[src/rtl/ps2_host_tx.sv]
`default_nettype none
// ============================================================================
// Module      : ps2_host_tx
// Description : PS/2 host-to-device command transmitter. It drives open-drain
//               output enables and optionally resends the byte after an error
//               when the PS2_TX_RESEND_EN macro is defined.
// Revision    : 1.0 - initial release
// ============================================================================
module ps2_host_tx #(
    parameter int INHIBIT_CYCLES = 6000,
    parameter int TIMEOUT_CYCLES = 1000000,
    parameter int MAX_RETRY      = 2
) (
    input  logic       clk,
    input  logic       rst_n,
    input  logic [7:0] tx_data,
    input  logic       tx_valid,
    output logic       tx_ready,
    output logic       tx_busy,
    output logic       tx_done,
    output logic       tx_err,
    input  logic       ps2_clk_in,
    input  logic       ps2_dat_in,
    output logic       ps2_clk_oe,
    output logic       ps2_dat_oe
);

    localparam int c_CNT_MAX = (INHIBIT_CYCLES > TIMEOUT_CYCLES) ? INHIBIT_CYCLES : TIMEOUT_CYCLES;
    localparam int c_CNT_W   = $clog2(c_CNT_MAX + 1);
    localparam logic [c_CNT_W-1:0] c_INH_LAST = c_CNT_W'(INHIBIT_CYCLES - 1);
    localparam logic [c_CNT_W-1:0] c_TMO_LAST = c_CNT_W'(TIMEOUT_CYCLES - 1);

    typedef enum logic [2:0] {
        S_IDLE      = 3'd0,
        S_INHIBIT   = 3'd1,
        S_START     = 3'd2,
        S_SEND      = 3'd3,
        S_ACK       = 3'd4,
        S_WAIT_IDLE = 3'd5
    } state_t;

    state_t               r_state;
    state_t               w_state_nxt;
    logic [c_CNT_W-1:0]   r_timer;
    logic [3:0]           r_bit;
    logic [9:0]           r_shift;
    logic                 r_dat_oe;
    logic                 r_clk_s1, r_clk_s2, r_clk_prev;
    logic                 r_dat_s1, r_dat_s2;
    logic                 w_fe;
    logic                 w_fail;
    logic                 w_can_retry;
    logic [9:0]           w_reload_frame;

    assign w_fe = r_clk_prev & ~r_clk_s2;

`ifdef PS2_TX_RESEND_EN
    localparam int c_RTY_W = (MAX_RETRY > 0) ? $clog2(MAX_RETRY + 1) : 1;

    logic [c_RTY_W-1:0] r_retry;
    logic [7:0]         r_byte;

    always_ff @(posedge clk or negedge rst_n) begin
        if (!rst_n) begin
            r_retry <= '0;
            r_byte  <= 8'h00;
        end else if (r_state == S_IDLE && tx_valid) begin
            r_retry <= '0;
            r_byte  <= tx_data;
        end else if (w_fail && w_can_retry) begin
            r_retry <= r_retry + 1'b1;
        end
    end

    assign w_can_retry    = (r_retry < c_RTY_W'(MAX_RETRY));
    assign w_reload_frame = {1'b1, ~^r_byte, r_byte};
`else
    assign w_can_retry    = 1'b0;
    assign w_reload_frame = r_shift;
`endif

    always_comb begin
        w_state_nxt = r_state;
        w_fail      = 1'b0;
        tx_done     = 1'b0;
        tx_err      = 1'b0;
        case (r_state)
            S_IDLE:      if (tx_valid) w_state_nxt = S_INHIBIT;
            S_INHIBIT:   if (r_timer == c_INH_LAST) w_state_nxt = S_START;
            S_START:     w_state_nxt = S_SEND;
            S_SEND: begin
                if (w_fe) begin
                    if (r_bit == 4'd9) w_state_nxt = S_ACK;
                end else if (r_timer == c_TMO_LAST) begin
                    w_fail = 1'b1;
                end
            end
            S_ACK: begin
                if (w_fe) begin
                    if (r_dat_s2) w_fail = 1'b1;
                    else          w_state_nxt = S_WAIT_IDLE;
                end else if (r_timer == c_TMO_LAST) begin
                    w_fail = 1'b1;
                end
            end
            S_WAIT_IDLE: begin
                if (r_clk_s2 && r_dat_s2) begin
                    tx_done     = 1'b1;
                    w_state_nxt = S_IDLE;
                end else if (r_timer == c_TMO_LAST) begin
                    w_fail = 1'b1;
                end
            end
            default:     w_state_nxt = S_IDLE;
        endcase
        if (w_fail) begin
            if (w_can_retry) begin
                w_state_nxt = S_INHIBIT;
            end else begin
                w_state_nxt = S_IDLE;
                tx_err      = 1'b1;
            end
        end
        tx_ready   = (r_state == S_IDLE);
        tx_busy    = (r_state != S_IDLE);
        ps2_clk_oe = (r_state == S_INHIBIT) || (r_state == S_START);
        // A failing cycle already lets go of the data line.
        ps2_dat_oe = (r_state == S_START) || ((r_state == S_SEND) && r_dat_oe && !w_fail);
    end

    always_ff @(posedge clk or negedge rst_n) begin
        if (!rst_n) begin
            r_state    <= S_IDLE;
            r_timer    <= '0;
            r_bit      <= 4'd0;
            r_shift    <= 10'h3FF;
            r_dat_oe   <= 1'b0;
            r_clk_s1   <= 1'b1;
            r_clk_s2   <= 1'b1;
            r_clk_prev <= 1'b1;
            r_dat_s1   <= 1'b1;
            r_dat_s2   <= 1'b1;
        end else begin
            r_clk_s1   <= ps2_clk_in;
            r_clk_s2   <= r_clk_s1;
            r_clk_prev <= r_clk_s2;
            r_dat_s1   <= ps2_dat_in;
            r_dat_s2   <= r_dat_s1;
            r_state    <= w_state_nxt;
            case (r_state)
                S_IDLE: begin
                    if (tx_valid) begin
                        r_shift <= {1'b1, ~^tx_data, tx_data};
                        r_bit   <= 4'd0;
                        r_timer <= '0;
                    end
                end
                S_INHIBIT: r_timer <= r_timer + 1'b1;
                S_START: begin
                    r_timer  <= '0;
                    r_dat_oe <= 1'b1;
                end
                S_SEND: begin
                    if (w_fe) begin
                        r_timer  <= '0;
                        r_dat_oe <= ~r_shift[0];
                        r_shift  <= {1'b1, r_shift[9:1]};
                        r_bit    <= r_bit + 1'b1;
                    end else begin
                        r_timer  <= r_timer + 1'b1;
                    end
                end
                S_ACK, S_WAIT_IDLE: r_timer <= w_fe ? '0 : r_timer + 1'b1;
                default: ;
            endcase
            if (w_fail && w_can_retry) begin
                r_shift <= w_reload_frame;
                r_bit   <= 4'd0;
                r_timer <= '0;
            end
        end
    end

endmodule
`default_nettype wire
[config.mk]
export PLATFORM = sky130hd
export DESIGN_NAME = ps2_host_tx
export DESIGN_NICKNAME = d
export VERILOG_FILES = /design/src/rtl/ps2_host_tx.sv
export SDC_FILE = /design/constraint.sdc
export NUM_CORES = 1
export LEC_CHECK = 0
export CORE_MARGIN = 3
export CORE_UTILIZATION = 60
export CTS_BUF_LIST = sky130_fd_sc_hd__clkbuf_4 sky130_fd_sc_hd__clkbuf_8
export CTS_CLUSTER_DIAMETER = 120
export DETAILED_ROUTE_END_ITERATION = 7
export PLACE_DENSITY = 0.82
export SYNTH_ARGS = -nofsm -noshare
export SYNTH_HDL_FRONTEND = slang
export SYNTH_SLANG_ARGS = --single-unit
[constraint.sdc]
create_clock -name clk -period 2 [get_ports clk]
set_input_delay 0.3 -clock clk [delete_from_list [all_inputs] [get_ports clk]]
set_output_delay 0.3 -clock clk [all_outputs]
set_load 0.005 [all_outputs]
==> results.md <==
* Worst skew pair latency at 0.30 ns
* Synth Cell Area at 0.00231 mm²
* Hold Startpoint: r_dat_s1
* Max Freq at 465 MHz
* Reg clk slew, reported paths at 0.08 ns
* Post-synthesis instance total at 251
* Multi-input logic area at 0.00121 mm²
* Synth Warn # at 0
* DRC at 0
* Initial antenna violation count at 0
* Cts bufs inserted at 5
* Status: complete, but fails checks
* Final Setup Violations at 2
* Crit Path Class: reg2out
* Tot GR Track Use at 28.2%
* Diode count at 0
* Chip height at 68.0 µm
* Worst Hold Slack at 0.359 ns
* Slew headroom at 64.7%
* Max Clock Skew at 0.00727 ns
* GR Overflow Total at 0
* Htree depth at 2
* Min Tclk post-route at 2.15 ns
* Power Total at 1.69 mW
* Fillers at 185
* Most frequent cells in the layout: 43 x buf_4, 38 x nor2_1, 28 x dfrtp_1
* First-pass detailed-route iteration total at 4
* Die area at 0.00463 mm²
* Reg2Reg Depth at 8
* CP Capture Type: output pin
* Clock Tree Root: clkbuf_8
* Yosys cell types at 47
* I/O pin total at 19
* Static Leak at 1.33 nW
* Worst R2R End: r_timer[7]
* Drt wl/cell at 16.7 µm
* Flops & latches, synth at 42
* Final setup margin at -0.151 ns
* PortBufs at 18
* Largest net degree at the start of global routing at 24
* Final hold viol count at 0
* Core Util, Final at 85.0%
* FF+latch area at 0.00107 mm²
* Crit path from: r_timer[1]
* Syn nets at 267
* Failing checks: setup timing
* Layout cells sized above 1 at 27.2%
* CTS tree: done
* Initial core utilization at 65.5%
* Fin crit share at 108%
* CP Max Fanout at 3
* Initial detailed-routing violation count at 226
* Register-to-register setup slack at 0.14 ns
* DR vias at 2,144
* Actual slew at the worst max-slew pin at 0.530 ns
* Worst r2r src: r_state[1]
* Nets at 328
* Maximum VDD drop at 0.599 mV
* Area growth syn-to-layout at 29.8%
* Worst slack at placement at -0.229 ns
* PwrDens at 564 mW/mm²
* Placer Congestion at 0.857
* Num rows at 21
* Post-DP HPWL at 4160 µm
* CP Data Required Time at 1.70 ns
* First-pass GRT wire length at 9530 µm
* Max_cap viols at 0
* Final WL at 5980 µm
* Avg Synthesized Cell Area at 9.19 µm²
* Vias per cell at 5.97
* Post-synthesis sequential area ratio at 46.3%
* Final Max Tran Viols at 0
* Worst Hold End: r_dat_s2
* Cell area after layout at 0.00299 mm²
* Antenna-violating nets left at 0
* RSZ-0062 raised after global routing: yes
* Clock Tree Buf Depth at 2
* Die Width at 68.0 µm
* Placeable Area at 0.00352 mm²
* Most common cell after layout, fill and taps aside: buf_4
* Min-Delay Path Class: reg2reg
* CTS sink cnt at 42
* Vias in the first global route at 2,038
* Depth of the worst hold-timing path at 0
* Post-DP Area at 0.00280 mm²
* Worst EP arrival at 1.85 ns
* Worst Setup Start Kind: flip-flop
worst max-delay path, cell delays in order, from the launching register on:
cell	delay (ns)
dfrtp_1	0.42
ha_4	0.17
and3_4	0.21
nand2_4	0.05
a2111o_1	0.40
buf_6	0.15
nand2_2	0.05
buf_2	0.11
final cells by class:
cell class	instances	share of cell area (%)
clock inverters	2	0.418
flip-flops and latches	42	35.7
clock buffers	6	2.76
well taps	46	1.92
repair buffers	64	17.7
multi-input cells	191	40.5
inverters	8	1.00
Yosys cell counts (all sizes together):
master / number / share of area, %
nor2: 38 / 6.2
dfrtp: 28 / 30
nand2: 23 / 3.7
nor3: 19 / 4.3
dfstp: 14 / 16
a21oi: 12 / 2.8
nand3: 11 / 2.4
xnor2: 10 / 3.8
o21ai: 9 / 2.0
buf: 8 / 2.2
inv: 8 / 1.3
nor4: 8 / 3.7
xor2: 8 / 3.0
nand4: 7 / 1.9
and3: 4 / 1.1
nand2b: 4 / 1.1
a22o: 3 / 1.1
ha: 3 / 1.6
nand4b: 3 / 1.1
nor2b: 3 / 0.92
o22ai: 3 / 0.81
and2: 2 / 0.54
and3b: 2 / 0.76
clkbuf: 2 / 0.33
mux2i: 2 / 0.87
nor3b: 2 / 0.65
o21a: 2 / 0.65
o21bai: 2 / 0.65
a2111o: 1 / 0.49
a21o: 1 / 0.33
a22oi: 1 / 0.54
a31oi: 1 / 0.27
and2b: 1 / 0.43
nor4b: 1 / 0.38
o22a: 1 / 0.38
o2bb2ai: 1 / 0.38
o31ai: 1 / 0.33
or2: 1 / 0.27
or3: 1 / 0.27
registers in the layout, summed over array words and instances (netlist names):
signal and count:
r_bit 4, r_shift 9, r_dat_oe 1, r_timer 20
r_clk_s1 1, r_dat_s1 1, r_clk_s2 1, r_dat_s2 1
r_clk_prev 1, r_state 3
where the power goes:
part,switching [mW],internal [mW],total (mW)
Clock,0.288,0.277,0.565
Sequential,0.0188,0.883,0.901
Combinational,0.108,0.114,0.222
worst max path at each step:
stage / endpoint / cells past startpoint
final: tx_err / 7
after global routing: tx_err / 7
after CTS: tx_err / 6
after detailed placement: tx_err / 5
after global placement: tx_err / 6
after floorplan: ps2_dat_oe / 5
layer usage:
metal,global-route usage (%),vias up,wire [µm]
met5,0,-,0
met4,7.94,0,129
met3,6.24,18,321
met2,49.1,81,3120
met1,34.9,1043,2410
li1,-,1002,-
repair_timing:
| item | in CTS | in global routing |
|---|---|---|
| pin swaps | 6 | 5 |
| hold buffers | 1 | 0 |
| gates resized for setup | 16 | 8 |
| buffers inserted | 1 | 3 |
| hold endpoints to repair | 10 | 0 |
| setup endpoints to repair | 6 | 21 |
| gates cloned | 0 | 0 |
cell families after synthesis:
| logic type | share of synthesized area [%] |
|---|---|
| AOI/OAI and AO/OA | 10.7 |
| xor gates and xnor gates | 6.83 |
| adders and majority gates | 1.63 |
| buffers and inverters | 3.85 |
| DFF | 46.3 |
| muxes | 0.868 |
| and+or+nand+nor | 29.8 |
metrics by stage:
step,instances,TNS (ns)
floorplan,251,0
global route,359,-0.367
detailed placement,346,-0.443
global placement,346,-0.240
finish,359,-0.265
CTS,356,-0.283
Power figures use the tool's default switching activity.
